===== config.mk =====
export PLATFORM = sky130hd
export DESIGN_NAME = master_comm_rx_flat
export DESIGN_NICKNAME = d
export VERILOG_FILES = /design/src/rtl/master_comm_rx_if.sv /design/src/rtl/master_comm_rx.sv /design/src/flat_wrapper.sv
export SDC_FILE = /design/constraint.sdc
export NUM_CORES = 1
export LEC_CHECK = 0
export BUFFER_PORTS_ARGS = -buffer_cell sky130_fd_sc_hd__buf_4
export CORE_ASPECT_RATIO = 0.6
export CORE_MARGIN = 2
export CORE_UTILIZATION = 40
export DETAILED_ROUTE_END_ITERATION = 8
export GPL_TIMING_DRIVEN = 0
export SYNTH_ARGS = -nofsm -noshare
export SYNTH_HDL_FRONTEND = slang
export SYNTH_SLANG_ARGS = --single-unit
export TNS_END_PERCENT = 10

===== constraint.sdc =====
create_clock -name clk_sys_i -period 2 [get_ports clk_sys_i]
set_clock_uncertainty 0.05 [all_clocks]
set_input_delay 0.2 -clock clk_sys_i [delete_from_list [all_inputs] [get_ports clk_sys_i]]
set_output_delay 0.2 -clock clk_sys_i [all_outputs]
set_load 0.1 [all_outputs]

===== src/rtl/master_comm_rx_if.sv =====
// Message-link receive bundle: serial FSX/RXD in from the slave serializer,
// byte stream and end-of-frame status out to the master's message parser.
interface master_comm_rx_if;
  logic        msg_fsx_i;
  logic        msg_rxd_i;
  logic        rx_data_vld_o;
  logic [7:0]  rx_data_o;
  logic        rx_frame_done_o;
  logic [15:0] rx_byte_num_o;
  logic        rx_crc_err_o;
  logic        rx_ovf_o;

  // master: the receiver block itself
  modport master (
    input  msg_fsx_i, msg_rxd_i,
    output rx_data_vld_o, rx_data_o, rx_frame_done_o,
           rx_byte_num_o, rx_crc_err_o, rx_ovf_o
  );

  // slave: the link driver / byte consumer facing the receiver
  modport slave (
    output msg_fsx_i, msg_rxd_i,
    input  rx_data_vld_o, rx_data_o, rx_frame_done_o,
           rx_byte_num_o, rx_crc_err_o, rx_ovf_o
  );
endinterface


===== src/rtl/master_comm_rx.sv =====
// Serial message receiver: deserializes FSX-framed MSB-first bytes, emits payload
// bytes, and checks the trailing CRC-8 (x^8+x^2+x+1) at end of frame.
module master_comm_rx #(
  parameter logic [15:0] MAX_BYTES = 16'd1024,
  parameter logic [7:0]  CRC_INIT  = 8'hFF
) (
  input  logic          clk_sys_i,
  input  logic          rst_i,
  master_comm_rx_if.master bus
);

  typedef enum logic [1:0] {IDLE, RECV, DROP, DONE} state_t;

  function automatic logic [7:0] next_crc8_d8(input logic [7:0] data, input logic [7:0] crc);
    logic [7:0] c;
    c = crc ^ data;
    for (int unsigned i = 0; i < 8; i++) begin
      c = c[7] ? ({c[6:0], 1'b0} ^ 8'h07) : {c[6:0], 1'b0};
    end
    return c;
  endfunction

  // Input stage is deliberately not reset: fsx_d must track a level-high FSX
  // through reset so that it is not mistaken for a rising edge afterwards.
  logic fsx_r_q, fsx_d_q, rxd_r_q;

  always_ff @(posedge clk_sys_i) begin
    fsx_r_q <= bus.msg_fsx_i;
    rxd_r_q <= bus.msg_rxd_i;
    fsx_d_q <= fsx_r_q;
  end

  state_t      state_q, state_d;
  logic [7:0]  shift_q, shift_d;
  logic [2:0]  bit_cnt_q, bit_cnt_d;
  logic [15:0] byte_cnt_q, byte_cnt_d;
  logic [7:0]  hold_byte_q, hold_byte_d;
  logic        hold_vld_q, hold_vld_d;
  logic [7:0]  crc_q, crc_d;
  logic        ovf_q, ovf_d;
  logic        emit_vld_q, emit_vld_d;
  logic [7:0]  emit_byte_q, emit_byte_d;
  logic        data_vld_q, data_vld_d;
  logic [7:0]  data_q, data_d;
  logic        done_q, done_d;
  logic [15:0] byte_num_q, byte_num_d;
  logic        crc_err_q, crc_err_d;
  logic        ovf_out_q, ovf_out_d;

  always_comb begin
    state_d     = state_q;
    shift_d     = shift_q;
    bit_cnt_d   = bit_cnt_q;
    byte_cnt_d  = byte_cnt_q;
    hold_byte_d = hold_byte_q;
    hold_vld_d  = hold_vld_q;
    crc_d       = crc_q;
    ovf_d       = ovf_q;
    emit_vld_d  = 1'b0;
    emit_byte_d = emit_byte_q;
    data_vld_d  = emit_vld_q;
    data_d      = emit_byte_q;
    done_d      = 1'b0;
    byte_num_d  = byte_num_q;
    crc_err_d   = crc_err_q;
    ovf_out_d   = ovf_out_q;

    case (state_q)
      // DONE reports the finished frame and also performs IDLE's edge
      // detection, so a frame starting one cycle after FSX falls is not lost.
      IDLE, DONE: begin
        if (state_q == DONE) begin
          done_d     = 1'b1;
          byte_num_d = byte_cnt_q;
          ovf_out_d  = ovf_q;
          crc_err_d  = ovf_q | ~hold_vld_q | (crc_q != hold_byte_q);
        end
        bit_cnt_d  = '0;
        byte_cnt_d = '0;
        hold_vld_d = 1'b0;
        ovf_d      = 1'b0;
        crc_d      = CRC_INIT;
        state_d    = IDLE;
        if (fsx_r_q && !fsx_d_q) begin
          state_d   = RECV;
          shift_d   = {shift_q[6:0], rxd_r_q};
          bit_cnt_d = 3'd1;
        end
      end

      RECV: begin
        if (fsx_r_q) begin
          shift_d   = {shift_q[6:0], rxd_r_q};
          bit_cnt_d = bit_cnt_q + 3'd1;
          // Each completed byte is held back one byte so the CRC byte,
          // the last complete one, is never emitted as payload.
          if (bit_cnt_q == 3'd7) begin
            if (hold_vld_q) begin
              if (byte_cnt_q == MAX_BYTES) begin
                ovf_d   = 1'b1;
                state_d = DROP;
              end else begin
                emit_vld_d  = 1'b1;
                emit_byte_d = hold_byte_q;
                crc_d       = next_crc8_d8(hold_byte_q, crc_q);
                byte_cnt_d  = byte_cnt_q + 16'd1;
              end
            end
            hold_byte_d = shift_d;
            hold_vld_d  = 1'b1;
          end
        end else begin
          state_d = DONE;
        end
      end

      DROP: begin
        if (!fsx_r_q) state_d = DONE;
      end

      default: state_d = IDLE;
    endcase
  end

  always_ff @(posedge clk_sys_i) begin
    if (rst_i) begin
      state_q     <= IDLE;
      shift_q     <= '0;
      bit_cnt_q   <= '0;
      byte_cnt_q  <= '0;
      hold_byte_q <= '0;
      hold_vld_q  <= 1'b0;
      crc_q       <= CRC_INIT;
      ovf_q       <= 1'b0;
      emit_vld_q  <= 1'b0;
      emit_byte_q <= '0;
      data_vld_q  <= 1'b0;
      data_q      <= '0;
      done_q      <= 1'b0;
      byte_num_q  <= '0;
      crc_err_q   <= 1'b0;
      ovf_out_q   <= 1'b0;
    end else begin
      state_q     <= state_d;
      shift_q     <= shift_d;
      bit_cnt_q   <= bit_cnt_d;
      byte_cnt_q  <= byte_cnt_d;
      hold_byte_q <= hold_byte_d;
      hold_vld_q  <= hold_vld_d;
      crc_q       <= crc_d;
      ovf_q       <= ovf_d;
      emit_vld_q  <= emit_vld_d;
      emit_byte_q <= emit_byte_d;
      data_vld_q  <= data_vld_d;
      data_q      <= data_d;
      done_q      <= done_d;
      byte_num_q  <= byte_num_d;
      crc_err_q   <= crc_err_d;
      ovf_out_q   <= ovf_out_d;
    end
  end

  assign bus.rx_data_vld_o   = data_vld_q;
  assign bus.rx_data_o       = data_q;
  assign bus.rx_frame_done_o = done_q;
  assign bus.rx_byte_num_o   = byte_num_q;
  assign bus.rx_crc_err_o    = crc_err_q;
  assign bus.rx_ovf_o        = ovf_out_q;

endmodule


===== src/flat_wrapper.sv =====
// flat-port wrapper written by rule: the top's interface ports become plain ports
module master_comm_rx_flat 
#(
  parameter logic [15:0] MAX_BYTES = 16'd1024,
  parameter logic [7:0]  CRC_INIT  = 8'hFF
)
  (clk_sys_i, rst_i, bus_msg_fsx_i, bus_msg_rxd_i, bus_rx_data_vld_o, bus_rx_data_o, bus_rx_frame_done_o, bus_rx_byte_num_o, bus_rx_crc_err_o, bus_rx_ovf_o);
  master_comm_rx_if bus_i ();
  input  logic clk_sys_i;
  input  logic rst_i;
  input wire logic [$bits(bus_i.msg_fsx_i)-1:0] bus_msg_fsx_i;
  input wire logic [$bits(bus_i.msg_rxd_i)-1:0] bus_msg_rxd_i;
  output wire logic [$bits(bus_i.rx_data_vld_o)-1:0] bus_rx_data_vld_o;
  output wire logic [$bits(bus_i.rx_data_o)-1:0] bus_rx_data_o;
  output wire logic [$bits(bus_i.rx_frame_done_o)-1:0] bus_rx_frame_done_o;
  output wire logic [$bits(bus_i.rx_byte_num_o)-1:0] bus_rx_byte_num_o;
  output wire logic [$bits(bus_i.rx_crc_err_o)-1:0] bus_rx_crc_err_o;
  output wire logic [$bits(bus_i.rx_ovf_o)-1:0] bus_rx_ovf_o;
  assign bus_i.msg_fsx_i = bus_msg_fsx_i;
  assign bus_i.msg_rxd_i = bus_msg_rxd_i;
  assign bus_rx_data_vld_o = bus_i.rx_data_vld_o;
  assign bus_rx_data_o = bus_i.rx_data_o;
  assign bus_rx_frame_done_o = bus_i.rx_frame_done_o;
  assign bus_rx_byte_num_o = bus_i.rx_byte_num_o;
  assign bus_rx_crc_err_o = bus_i.rx_crc_err_o;
  assign bus_rx_ovf_o = bus_i.rx_ovf_o;
  master_comm_rx #(.MAX_BYTES(MAX_BYTES), .CRC_INIT(CRC_INIT)) u_core (.clk_sys_i(clk_sys_i), .rst_i(rst_i), .bus(bus_i));
endmodule

* After elaboration in Yosys (flattened, before gate mapping) *
Cells that the tools add are included.

storage, ports and cells
  bits in registers = 86
  latch bits = 0
  bits in writable memories = 0
  memory bits (read-only) = 0
  input port bits = 4
  output and inout port bits = 28
  memories kept = 0

operators by class
  add/sub/neg operators = 2
  multipliers = 0
  divide/modulo/power cells = 0
  order comparisons = 0
  equal/unequal tests = 16
  shifts and indexed selects = 0
  muxes and demuxes = 41
  bitwise operators = 17
  reductions and logical operators = 16

operators by type and width
  operator                                                count
  two-way mux 16 bit                                      4
  two-way mux 8 bit                                       4
  case mux 16 bit (2 select lines)                        1
  two-way mux 3 bit                                       9
  NOT 3 bit                                               8
  adder 16 x 1 -> 16 bit (second input constant)          1
  equality test 16 x 11 -> 1 bit (second input constant)  1
  case mux 8 bit (2 select lines)                         1
  AND reduction 5 bit                                     3
  two-way mux 7 bit                                       2
  case mux 7 bit (2 select lines)                         1
  two-way mux 1 bit                                       10
  two-way mux 2 bit                                       5
  inequality test 2 x 1 -> 1 bit (second input constant)  5
  inequality test 3 bit (second input constant)           3
  AND reduction 3 bit                                     3
  inequality test 8 bit                                   1
  bitwise XOR 8 bit                                       1
  NOT 1 bit                                               6
  case mux 2 bit (3 select lines)                         1
  case mux 3 bit (2 select lines)                         1
  OR reduction 5 bit                                      1
  equality test 2 bit (second input constant)             2
  inequality test 2 bit (second input constant)           2
  12 further kinds                                        16

* Longest topological paths before layout *
Gate-level depths: netlist (run 1).

  word-level depth = 22
  gate-level depth with buffers = 8
  depth with buffers taken out = 7

* Worst setup path after synthesis (run 1) *
OpenSTA, ideal clock, no wires.

  path kind = register to register
  start point = register u_core.bit_cnt_q[0]
  end point = register u_core.byte_cnt_q[14]
  setup time = 0.125 ns
  arrival = 1.754 ns
  data required time = 1.825 ns
  setup slack = 0.070 ns
  stages on the path, launching flop included = 8
  path buffers = 0
  clock period less this slack = 1.930 ns
  cell sequence = dfxtp_1 ha_1 ha_1 nand3_1 a2111oi_4 nand4_1 xor2_1 nor2_2

on the way
  cells in the longest elaborated chain, start to end = 3

RTL lines
  item                                             line                   source
  from (decl)                                      master_comm_rx.sv:35   logic [2:0] bit_cnt_q, bit_cnt_d;
  from (signal assigned)                           master_comm_rx.sv:146  bit_cnt_q <= bit_cnt_d;
  equality test 3 bit                              master_comm_rx.sv:97   if (bit_cnt_q == 3'd7) begin
  inequality test 2 x 1 -> 1 bit (no source line)  --
  AND reduction 5 bit (no source line)             --
  to (signal assigned)                             master_comm_rx.sv:147  byte_cnt_q <= byte_cnt_d;
  to (decl)                                        master_comm_rx.sv:36   logic [15:0] byte_cnt_q, byte_cnt_d;

No other way between the ends.
A chain may end at the register's enable or synchronous reset.

* Final worst setup path (run 1) *
  start point = register u_core.state_q[1]
  end point = register u_core.byte_cnt_q[9]

on the way
  cells in the longest elaborated chain, start to end = 4
  elaborated cells on any way between the ends = 11
  classes of those cells = eq/ne (6); mux (1); reduce/logical (4)

RTL lines
  item                                                    line                   source
  from (decl)                                             master_comm_rx.sv:33   state_t state_q, state_d;
  from (signal assigned)                                  master_comm_rx.sv:144  state_q <= state_d;
  equality test 2 bit or zero test 2 bit (tied branches)  master_comm_rx.sv:68   case (state_q)
  OR reduction 2 bit                                      master_comm_rx.sv:68
  nonzero test 2 bit (no source line)                     --
  AND reduction 5 bit (no source line)                    --

Several ways; a longest one is shown, not always the timed one.

==> results of run 1 <==
-- state kept, by name, summed over array words and instances (netlist names) --
| signal | cells |
|---|---|
| u_core.crc_q | 8 |
| u_core.ovf_q | 1 |
| u_core.bus.rx_crc_err_o | 1 |
| u_core.byte_cnt_q | 16 |
| u_core.bus.rx_byte_num_o | 16 |
| u_core.bit_cnt_q | 3 |
| u_core.bus.rx_data_o | 8 |
| u_core.hold_byte_q | 8 |
| u_core.bus.rx_frame_done_o | 1 |
| u_core.fsx_d_q | 1 |
| u_core.bus.rx_data_vld_o | 1 |
| u_core.data_vld_d | 1 |
| u_core.fsx_r_q | 1 |
| u_core.state_q | 2 |
| u_core.shift_q | 7 |
| u_core.rxd_r_q | 1 |
| u_core.data_d | 8 |
| u_core.hold_vld_q | 1 |
| u_core.bus.rx_ovf_o | 1 |
-- routing by layer --
layer  GRT usage, %  up-vias  part of all wire, %
li1               -     1424                    -
met1          26.42     1320                   53
met2          23.19       80                   39
met3          5.385       11                  6.8
met4          6.923        0                  1.6
met5              0        -                    0
-- power breakdown --
part	internal, mW	switching (mW)
Combinational	0.376	0.534
Clock	1.21	0.690
Sequential	1.77	0.0571
-- final timing paths --
check / start / slack (ps) / end
worst max-delay path: u_core.state_q[1] / 90 / u_core.byte_cnt_q[9]
worst min-delay path: u_core.fsx_r_q / 390 / u_core.fsx_d_q
worst max register to register: u_core.state_q[1] / 90 / u_core.byte_cnt_q[9]
worst min register to register: u_core.fsx_r_q / 390 / u_core.fsx_d_q
-- cell type report --
cell class                      instances  area, um^2  area share (%)
Inverter                               14       58.81           1.259
Timing Repair Buffer                   45       350.3           7.501
Sequential cell                        86        1737           37.18
Tap cell                              116       145.1           3.107
Clock buffer                            9       225.2           4.822
Clock inverter                          7       112.6           2.411
Buffer                                 18       92.59           1.982
Multi-Input combinational cell        266        1949           41.74
-- logic make-up after synthesis --
family	share of synthesized area, %
muxes	9.460
DFF	46.49
and+or+nand+nor	18.99
xor gates and xnor gates	8.682
adders and majority gates	3.716
AOI/OAI and AO/OA	8.885
buffers and inverters	3.784
-- cell usage in the layout, fill, tap and decap left out, types with 3 or more instances in the layout --
master                      instances
sky130_fd_sc_hd__buf_2              4
sky130_fd_sc_hd__inv_1             11
sky130_fd_sc_hd__buf_6              3
sky130_fd_sc_hd__nand4_1            5
sky130_fd_sc_hd__and3_1             6
sky130_fd_sc_hd__xor2_1            17
sky130_fd_sc_hd__nand2_1           28
sky130_fd_sc_hd__bufinv_16          3
sky130_fd_sc_hd__ha_1               8
sky130_fd_sc_hd__nor2_1            60
sky130_fd_sc_hd__nor4_1             4
sky130_fd_sc_hd__clkbuf_1           9
sky130_fd_sc_hd__o21ai_2            3
sky130_fd_sc_hd__o211ai_1           3
sky130_fd_sc_hd__mux2i_1           35
sky130_fd_sc_hd__clkinv_2           4
sky130_fd_sc_hd__nand3_1            7
sky130_fd_sc_hd__nor3_1             5
sky130_fd_sc_hd__nor2b_1           10
sky130_fd_sc_hd__buf_4             42
sky130_fd_sc_hd__ha_4               3
sky130_fd_sc_hd__dfxtp_1           80
sky130_fd_sc_hd__a21oi_1           11
sky130_fd_sc_hd__clkbuf_16          9
sky130_fd_sc_hd__dfxtp_4            3
sky130_fd_sc_hd__a211oi_1           3
sky130_fd_sc_hd__or2_1              3
sky130_fd_sc_hd__xnor2_1           15
sky130_fd_sc_hd__a22oi_1            6
sky130_fd_sc_hd__dfxtp_2            3
-- per-stage QoR --
stage          TNS (ps)  total power [mW]  cells  area, um^2
5_1_grt          -89.70             4.828    561        4671
4_1_cts          -6.213             4.562    554        4518
6_report              0             4.640    561        4671
3_5_place_dp      -4078             2.622    530        4074
3_3_place_gp      -2748             2.615    530        4074
2_1_floorplan         0             2.465    384        3704
-- repair_timing --
action	in CTS	in global routing
buffers inserted	6	6
pin swaps	4	10
gates cloned	1	1
endpoints found under the setup margin	32	36
gates resized for setup	10	26
hold buffers	2	0
hold endpoints to repair	2	0
-- critical path: stages, from the launching register on --
cell and delay, ps:
sky130_fd_sc_hd__dfxtp_2 350, sky130_fd_sc_hd__inv_1 60, sky130_fd_sc_hd__ha_1 240, sky130_fd_sc_hd__buf_6 170, sky130_fd_sc_hd__a2111oi_4 330, sky130_fd_sc_hd__buf_4 190, sky130_fd_sc_hd__nand4_1 130, sky130_fd_sc_hd__xor2_1 210
sky130_fd_sc_hd__nor2_1 60
==> summary.md, run 1 <==
| Metric | Value |
|---|---|
| Post-synth EDFFs | `0` |
| Max Cap Viol | `0` |
| Crit path launch type | `flop` |
| Number of placement rows | `27` |
| Die width | `around 130 um` |
| TritonCTS buffer count | `9` |
| Main flop type after synthesis | `sky130_fd_sc_hd__dfxtp_1` |
| # nets final | `about 460` |
| Dominant cell by count in the synthesized netlist | `sky130_fd_sc_hd__dfxtp_1` |
| Number of filler instances in the final layout | `about 810` |
| Hold_ws | `between 300 and 400 ps` |
| HPWL after detailed placement | `slightly below 6 mm` |
| Outcome | `finished clean` |
| Final max-slew violation count | `0` |
| Worst endpoint required time | `about 2200 ps` |
| Mean number of vias per cell | `5.053` |
| DR pass1 iterations | `4` |
| Startpoint-to-endpoint class of the critical path | `flop to flop` |
| Global-route wire length before repair | `13.50 mm` |
| Boundary Pins | `32` |
| Synth warn | `0` |
| Placer congestion estimate | `0.8334` |
| Antenna violations before repair | `0` |
| Area inside the core boundary | `9087 um^2` |
| Clock root buffer | `sky130_fd_sc_hd__clkbuf_16` |
| Input/output buffers | `30` |
| Area of the die | `~10000 um^2` |
| Post-layout min period | `~1900 ps` |
| Final period util | `95.50%` |
| # clock sinks | `86` |
| DRC | `0` |
| Global-route total usage across every layer | `between 10% and 20%` |
| Maximum level of the CTS H-tree | `3` |
| Drt first-iter violations | `198` |
| Worst setup slack after layout | `around 90 ps` |
| Leading post-synthesis cells by instance count | `86 x sky130_fd_sc_hd__dfxtp_1, 60 x sky130_fd_sc_hd__nor2_1, 35 x sky130_fd_sc_hd__mux2i_1` |
| Critical path endpoint category | `flop` |
| Routed len/inst | `between 15 and 20 um` |
| Gr ovfl total | `0` |
| Signed area change from the synthesized netlist to the final layout | `26.11%` |
| Finished Core Util | `between 50% and 60%` |
| Worst min-delay path category | `flop to flop` |
| Maximum fanout along the worst path | `10` |
| Finish-stage setup viols | `0` |
| Cell taking the most area after synthesis | `sky130_fd_sc_hd__dfxtp_1` |
| Share of cells above drive strength 1 | `between 20 and 25%` |
| Largest net degree at the start of global routing | `15` |
| Antenna viol nets, final | `0` |
| Share of the yosys chip area belonging to registers | `a little under half` |
| Worst IR Drop VDD | `between 0.5 and 0.6 mV` |
| Routed Wire Length | `roughly 8.4 mm` |
| Post-Syn Nets | `about 400` |
| Critical path arrival | `approximately 2100 ps` |
| Area share of the largest cell type after synthesis | `46.49%` |
| Ys async rst share | `0%` |
| Power density over cell area | `993.5 nW/um^2` |
| Largest cells by area after synthesis | `sky130_fd_sc_hd__dfxtp_1 46%, sky130_fd_sc_hd__mux2i_1 9.5%, sky130_fd_sc_hd__nor2_1 6.1%, sky130_fd_sc_hd__xor2_1 4.3%, sky130_fd_sc_hd__ha_1 3.7%` |
| Via count | `2835` |
| Worst Setup Slack post-DPL | `-231.0 ps` |
| Number of unique standard cell types used by synthesis | `46` |
| Top achievable clock speed | `around 520 MHz` |
| Avg Synthesized Cell Area | `9.645 um^2` |
| Count of endpoints failing hold in the final timing report | `0` |
| Actual transition at the worst max-transition pin | `~740 ps` |
| Hold Path Cell Cnt | `0` |
| Number of diodes added for antenna fixing | `0` |
| Slew margin rel. | `between 50% and 60%` |
| Longest Clk Path Bufs | `2` |
| Via count of the first global-routing pass | `roughly 2.5k` |
| RSZ-0062 raised after global routing | `true` |
| Post-Syn Instances | `384` |
| Synthesized flop and latch total | `between 80 and 90` |
| TritonCTS clock tree | `done` |
| Height of the die | `approximately 79 um` |
| Clock slew at reported path FFs | `roughly 60 ps` |
| Clk Latency, worst-skew pair | `between 300 and 400 ps` |
| Leak Pwr | `around 1.8 nW` |
| Starting density of the core | `40.75%` |
| Register-to-Register Path Depth | `8` |
| Netlist Area Pre-Place | `~3700 um^2` |
No activity file was read; power rests on OpenSTA's default activity.
==> run 2, diff against run 1 <==
Settings changed: CELL_PAD_IN_SITES_DETAIL_PLACEMENT set to 1, CELL_PAD_IN_SITES_GLOBAL_PLACEMENT set to 1, CTS_CLUSTER_SIZE set to 25, PLACE_DENSITY_LB_ADDON set to 0.1.
Clock period 2 ns to 2.2 ns, I/O delays scaled along.
==> summary.md, run 2 (synthesis gave the netlist of run 1 again) <==
| Metric | Value |
|---|---|
| Slew margin rel. | `43.82% (was 50.92%)` |
| Multi-input combinational cell area | `1871 um^2 (was 1949 um^2)` |
| Area of placed instances | `4074 um^2 (unchanged)` |
| Worst endpoint required time | `2370 ps (was 2180 ps)` |
| Post-layout min period | `2079 ps (was 1910 ps)` |
| TritonCTS buffer count | `9 (unchanged)` |
| Worst Setup Slack post-DPL | `-53.25 ps (was -231.0 ps)` |
| Die width | `128.2 um (unchanged)` |
| Area of the die | `10070 um^2 (unchanged)` |
| Switching share of power | `28.25% (was 27.61%)` |
| Crit path launch type | `flop (unchanged)` |
| Antenna violations before repair | `0 (unchanged)` |
| Via count | `2883 (was 2835)` |
| # nets final | `448 (was 455)` |
| Clock slew at reported path FFs | `60 ps (about the same)` |
| Routed Wire Length | `9.361 mm (was 8.448 mm)` |
| Area of all placed cells without fillers | `4507 um^2 (was 4671 um^2)` |
| Aggregate negative setup slack | `0 ps (unchanged)` |
| Max Cap Viol | `0 (unchanged)` |
| Most frequent standard cell in the layout excluding fill and tap cells | `sky130_fd_sc_hd__dfxtp_1 (unchanged)` |
| DRC | `0 (unchanged)` |
| Drt first-iter violations | `182 (was 198)` |
| Portion of total power attributed to the clock network | `41.0% (about the same)` |
| Overall power of the completed layout | `4.109 mW (was 4.640 mW)` |
| Hold Path Cell Cnt | `0 (unchanged)` |
| Input/output buffers | `30 (unchanged)` |
| Power density over cell area | `911.6 nW/um^2 (was 993.5 nW/um^2)` |
| Area used by sequential logic in the layout | `1722 um^2 (was 1737 um^2)` |
| Area inside the core boundary | `9087 um^2 (unchanged)` |
| Internal power of the cells | `2.948 mW (was 3.359 mW)` |
| Startpoint-to-endpoint class of the critical path | `flop to flop (unchanged)` |
| Signed area change from the synthesized netlist to the final layout | `21.69% (was 26.11%)` |
| Global-route wire length before repair | `15.25 mm (was 13.50 mm)` |
| Hold_ws | `356.9 ps (was 386.9 ps)` |
| Critical path endpoint category | `flop (unchanged)` |
| Highest-count cells in the layout ignoring fill and taps | `86 x sky130_fd_sc_hd__dfxtp_1, 60 x sky130_fd_sc_hd__nor2_1, 36 x sky130_fd_sc_hd__buf_4 (was 80 x sky130_fd_sc_hd__dfxtp_1, 60 x sky130_fd_sc_hd__nor2_1, 42 x sky130_fd_sc_hd__buf_4)` |
| Number of filler instances in the final layout | `1014 (was 812)` |
| Height of the die | `78.54 um (unchanged)` |
| Routed len/inst | `16.90 um (was 15.06 um)` |
| Finish-stage setup viols | `0 (unchanged)` |
| RSZ-0062 raised after global routing | `true (unchanged)` |
| Worst IR Drop VDD | `0.4266 mV (was 0.5047 mV)` |
| Count of endpoints failing hold in the final timing report | `0 (unchanged)` |
| Outcome | `finished clean (unchanged)` |
| Combinational share of power | `18.8% (was 19.6%)` |
| Gr ovfl total | `0 (unchanged)` |
| Worst setup slack after layout | `120.7 ps (was 89.96 ps)` |
| Maximum fanout along the worst path | `10 (unchanged)` |
| Share of cells above drive strength 1 | `18.26% (was 22.25%)` |
| DR pass1 iterations | `4 (unchanged)` |
| Register-to-Register Path Depth | `7 (was 8)` |
| Global-route total usage across every layer | `19.80% (was 17.68%)` |
| Antenna viol nets, final | `0 (unchanged)` |
| Starting density of the core | `40.75% (unchanged)` |
| HPWL after detailed placement | `6.667 mm (was 5.815 mm)` |
| TritonCTS clock tree | `done (unchanged)` |
| Actual transition at the worst max-transition pin | `842.8 ps (was 736.2 ps)` |
| Largest net degree at the start of global routing | `15 (unchanged)` |
| Number of diodes added for antenna fixing | `0 (unchanged)` |
| Worst min-delay path category | `flop to flop (unchanged)` |
| # clock sinks | `86 (unchanged)` |
| Boundary Pins | `32 (unchanged)` |
| Mean number of vias per cell | `5.204 (was 5.053)` |
| Final period util | `94.51% (was 95.50%)` |
| Leak Pwr | `1.735 nW (was 1.785 nW)` |
| Seq pwr share | `40.3% (was 39.4%)` |
| Clock root buffer | `sky130_fd_sc_hd__clkbuf_16 (unchanged)` |
| Placer congestion estimate | `0.8095 (was 0.8334)` |
| Clk Latency, worst-skew pair | `340 ps (was 350 ps)` |
| Maximum level of the CTS H-tree | `3 (unchanged)` |
| Switching power of the nets | `1.161 mW (was 1.281 mW)` |
| Critical path arrival | `2250 ps (was 2090 ps)` |
| Longest Clk Path Bufs | `2 (unchanged)` |
| Via count of the first global-routing pass | `2836 (was 2526)` |
| Number of placement rows | `27 (unchanged)` |
| Top achievable clock speed | `480.9 MHz (was 523.5 MHz)` |
| Final max-slew violation count | `0 (unchanged)` |
-- run 2: power by group through the flow --
stage          clock network (mW)  registers, mW  logic, mW
2_1_floorplan                   0           1.69      0.552
3_3_place_gp                    0           1.69      0.709
3_5_place_dp                    0           1.69      0.725
4_1_cts                      1.72           1.65      0.736
5_1_grt                      1.79           1.66      0.845
6_report                     1.68           1.65      0.772
-- run 2: repair_timing --
item,4_1_cts,5_1_grt
setup endpoints to repair,18,27
cloned,0,1
hold buffers,2,0
gates resized for setup,3,9
pin swaps,2,2
hold endpoints to repair,2,0
buffers inserted,0,5
-- run 2: final timing paths --
| kind | endpoint | start | slack [ps] |
|---|---|---|---|
| min reg2reg | u_core.fsx_d_q | u_core.fsx_r_q | 360 |
| min | u_core.fsx_d_q | u_core.fsx_r_q | 360 |
| max reg2reg | u_core.byte_cnt_q[9] | u_core.state_q[1] | 120 |
| max | u_core.byte_cnt_q[9] | u_core.state_q[1] | 120 |
-- run 2: layer usage --
layer	track usage, %	share of wire (%)	up-vias
li1	-	-	1416
met1	30.68	56	1408
met2	26.65	39	54
met3	5.112	4.3	5
met4	4.945	0.64	0
met5	0	0	-
-- run 2: final cells by class --
class / instances / share of cell area [%]
Tap cell: 116 / 3.220
Buffer: 19 / 2.138
Clock buffer: 11 / 5.608
Inverter: 14 / 1.249
Sequential cell: 86 / 38.20
Multi-Input combinational cell: 266 / 41.50
Clock inverter: 5 / 1.805
Timing Repair Buffer: 37 / 6.274
-- run 2: through the flow --
stage	instances	utilization (%)
2_1_floorplan	384	-
3_3_place_gp	530	44.83
3_5_place_dp	530	44.83
4_1_cts	548	48.92
5_1_grt	554	49.59
6_report	554	49.59
-- run 2: critical path: stages (launching register included) --
cell	delay, ps
sky130_fd_sc_hd__dfxtp_1	390
sky130_fd_sc_hd__inv_1	80
sky130_fd_sc_hd__ha_1	250
sky130_fd_sc_hd__clkbuf_4	230
sky130_fd_sc_hd__a2111oi_4	540
sky130_fd_sc_hd__nand4_1	180
sky130_fd_sc_hd__xor2_1	190
sky130_fd_sc_hd__nor2_1	60
==> run 3, diff against run 2 <==
Settings changed: BUFFER_PORTS_ARGS -buffer_cell sky130_fd_sc_hd__buf_4 to -buffer_cell sky130_fd_sc_hd__buf_2, CORE_MARGIN 2 to unset.
==> summary.md, run 3 (synthesis gave the netlist of run 1 again) <==
| Metric | Value |
|---|---|
| Outcome | `finished clean (unchanged)` |
| Area of the die | `9661 um^2 (was 10070 um^2)` |
| HPWL after detailed placement | `6.713 mm (was 6.667 mm)` |
| Hold_ws | `385.5 ps (was 356.9 ps)` |
| Number of placement rows | `26 (was 27)` |
| Capturing element of the worst setup path | `u_core.byte_cnt_q[1] (was u_core.byte_cnt_q[9])` |
| Drt first-iter violations | `143 (was 182)` |
| Worst min-delay path category | `flop to flop (unchanged)` |
| Top achievable clock speed | `471.5 MHz (was 480.9 MHz)` |
| Finish-stage setup viols | `0 (unchanged)` |
| Die width | `126.2 um (was 128.2 um)` |
| Worst endpoint required time | `2420 ps (was 2370 ps)` |
| Signed area change from the synthesized netlist to the final layout | `20.57% (was 21.69%)` |
| TritonCTS clock tree | `done (unchanged)` |
| Maximum level of the CTS H-tree | `3 (unchanged)` |
| Setup slack on the worst flop-to-flop path | `80 ps (was 120 ps)` |
| Clock root buffer | `sky130_fd_sc_hd__clkbuf_16 (unchanged)` |
| Most frequent standard cell in the layout excluding fill and tap cells | `sky130_fd_sc_hd__dfxtp_1 (unchanged)` |
| Final period util | `96.40% (was 94.51%)` |
| Antenna violations before repair | `0 (unchanged)` |
| Routed len/inst | `17.02 um (was 16.90 um)` |
| Power density over cell area | `901.0 nW/um^2 (was 911.6 nW/um^2)` |
| Aggregate negative setup slack | `0 ps (unchanged)` |
| Count of endpoints failing hold in the final timing report | `0 (unchanged)` |
| Via count | `2846 (was 2883)` |
| Finished Core Util | `51.03% (was 49.59%)` |
| Global-route wire length before repair | `15.02 mm (was 15.25 mm)` |
| Slew margin rel. | `49.07% (was 43.82%)` |
| Area inside the core boundary | `8751 um^2 (was 9087 um^2)` |
| Via count of the first global-routing pass | `2748 (was 2836)` |
| Largest net degree at the start of global routing | `15 (unchanged)` |
| Placer congestion estimate | `0.7709 (was 0.8095)` |
| Critical path arrival | `2340 ps (was 2250 ps)` |
| Leak Pwr | `1.749 nW (was 1.735 nW)` |
| Clk Latency, worst-skew pair | `340 ps (about the same)` |
| Final max-slew violation count | `0 (unchanged)` |
| Max Cap Viol | `0 (unchanged)` |
| DR pass1 iterations | `4 (unchanged)` |
| Worst IR Drop VDD | `0.3749 mV (was 0.4266 mV)` |
| Number of filler instances in the final layout | `991 (was 1014)` |
| Critical path endpoint category | `flop (unchanged)` |
| Register-to-Register Path Depth | `10 (was 7)` |
| Global-route total usage across every layer | `20.72% (was 19.80%)` |
| Routed Wire Length | `9.410 mm (was 9.361 mm)` |
| Startpoint-to-endpoint class of the critical path | `flop to flop (unchanged)` |
| # clock sinks | `86 (unchanged)` |
| Endpoint of the most critical register-to-register path | `u_core.byte_cnt_q[1] (was u_core.byte_cnt_q[9])` |
| Maximum fanout along the worst path | `6 (was 10)` |
| Post-layout min period | `2121 ps (was 2079 ps)` |
| Gr ovfl total | `0 (unchanged)` |
| Startpoint of the most critical register-to-register path | `u_core.byte_cnt_q[0] (was u_core.state_q[1])` |
| Boundary Pins | `32 (unchanged)` |
| Crit path from | `u_core.byte_cnt_q[0] (was u_core.state_q[1])` |
| Clock slew at reported path FFs | `60 ps (about the same)` |
| Height of the die | `76.54 um (was 78.54 um)` |
| Starting density of the core | `42.32% (was 40.75%)` |
| Longest Clk Path Bufs | `2 (unchanged)` |
| Share of cells above drive strength 1 | `19.95% (was 18.26%)` |
| Antenna viol nets, final | `0 (unchanged)` |
| Mean number of vias per cell | `5.146 (was 5.204)` |
| Number of instances in the placed design | `526 (was 530)` |
| Highest-count cells in the layout ignoring fill and taps | `83 x sky130_fd_sc_hd__dfxtp_1, 60 x sky130_fd_sc_hd__nor2_1, 35 x sky130_fd_sc_hd__buf_2, 35 x sky130_fd_sc_hd__mux2i_1, 28 x sky130_fd_sc_hd__nand2_1 (was 86 x sky130_fd_sc_hd__dfxtp_1, 60 x sky130_fd_sc_hd__nor2_1, 36 x sky130_fd_sc_hd__buf_4)` |
| Input/output buffers | `30 (unchanged)` |
| Worst setup slack after layout | `79.14 ps (was 120.7 ps)` |
| # nets final | `451 (was 448)` |
| Crit path launch type | `flop (unchanged)` |
| DRC | `0 (unchanged)` |
| Count of non-filler cells in the finished layout | `553 (was 554)` |
| Actual transition at the worst max-transition pin | `764.0 ps (was 842.8 ps)` |
| Worst Setup Slack post-DPL | `-75.38 ps (was -53.25 ps)` |
| Number of diodes added for antenna fixing | `0 (unchanged)` |
| TritonCTS buffer count | `9 (unchanged)` |
## run 3: changes by cell type in the layout (fill, tap and decap cells not counted), sizes merged
cell,before,now
buf,42,47
bufinv,2,1
clkbuf,23,22
clkinvlp,2,3
o21ai,4,3
## run 3: worst max-delay path: stages, from the launching register on
cell	delay, ps
sky130_fd_sc_hd__dfxtp_4	350
sky130_fd_sc_hd__inv_4	60
sky130_fd_sc_hd__ha_4	120
sky130_fd_sc_hd__nor4b_4	260
sky130_fd_sc_hd__nand4_1	300
sky130_fd_sc_hd__buf_6	230
sky130_fd_sc_hd__o21ai_4	230
sky130_fd_sc_hd__buf_4	180
sky130_fd_sc_hd__buf_4	100
sky130_fd_sc_hd__a22oi_1	70
sky130_fd_sc_hd__nor2_1	100
## run 3: repair_timing
action / CTS / global route
hold endpoints to repair: 2 / 0
pin swaps: 1 / 5
setup buffers: 0 / 9
resized for setup: 3 / 24
endpoints found under the setup margin: 18 / 27
hold buffers: 2 / 0
## run 3: layout make-up
cell class                 count  area (um^2)  share of cell area [%]
sequential                    86         1730                   38.75
clock inverter                 5        58.81                   1.317
inverter                      14        58.81                   1.317
buffer                        19        97.59                   2.185
timing repair buffer          41        241.5                   5.408
clock buffer                  11        242.7                   5.436
tap                          112        140.1                   3.138
multi-input combinational    265         1896                   42.45
## run 3: through the flow
step / total power, mW / area [um^2]
final: 4.023 / 4466
after global routing: 4.203 / 4466
after CTS: 3.965 / 4333
after detailed placement: 2.412 / 3994
after global placement: 2.386 / 3994
after floorplan: 2.240 / 3704
## run 3: worst min path at each step
| stage | from | to | slack (ps) | depth (start not counted) |
|---|---|---|---|---|
| 2_1_floorplan | bus_msg_fsx_i | u_core.fsx_r_q | 200 | 0 |
| 3_3_place_gp | bus_msg_rxd_i | u_core.rxd_r_q | 270 | 1 |
| 3_5_place_dp | bus_msg_rxd_i | u_core.rxd_r_q | 280 | 1 |
| 4_1_cts | u_core.fsx_r_q | u_core.fsx_d_q | 360 | 0 |
| 5_1_grt | u_core.fsx_r_q | u_core.fsx_d_q | 400 | 0 |
| 6_report | u_core.fsx_r_q | u_core.fsx_d_q | 390 | 0 |
## run 3: where the power goes
part	switching (mW)	internal [mW]
Combinational	0.499	0.326
Sequential	0.0476	1.61
Clock	0.632	0.911
## run 3: per-layer routing
layer / global-route usage, % / vias to the layer above / part of all wire, %
met5: 0 / - / 0
met2: 27.85 / 34 / 39
li1: - / 1411 / -
met4: 5.783 / 0 / 1.0
met3: 5.548 / 10 / 3.0
met1: 31.64 / 1391 / 57
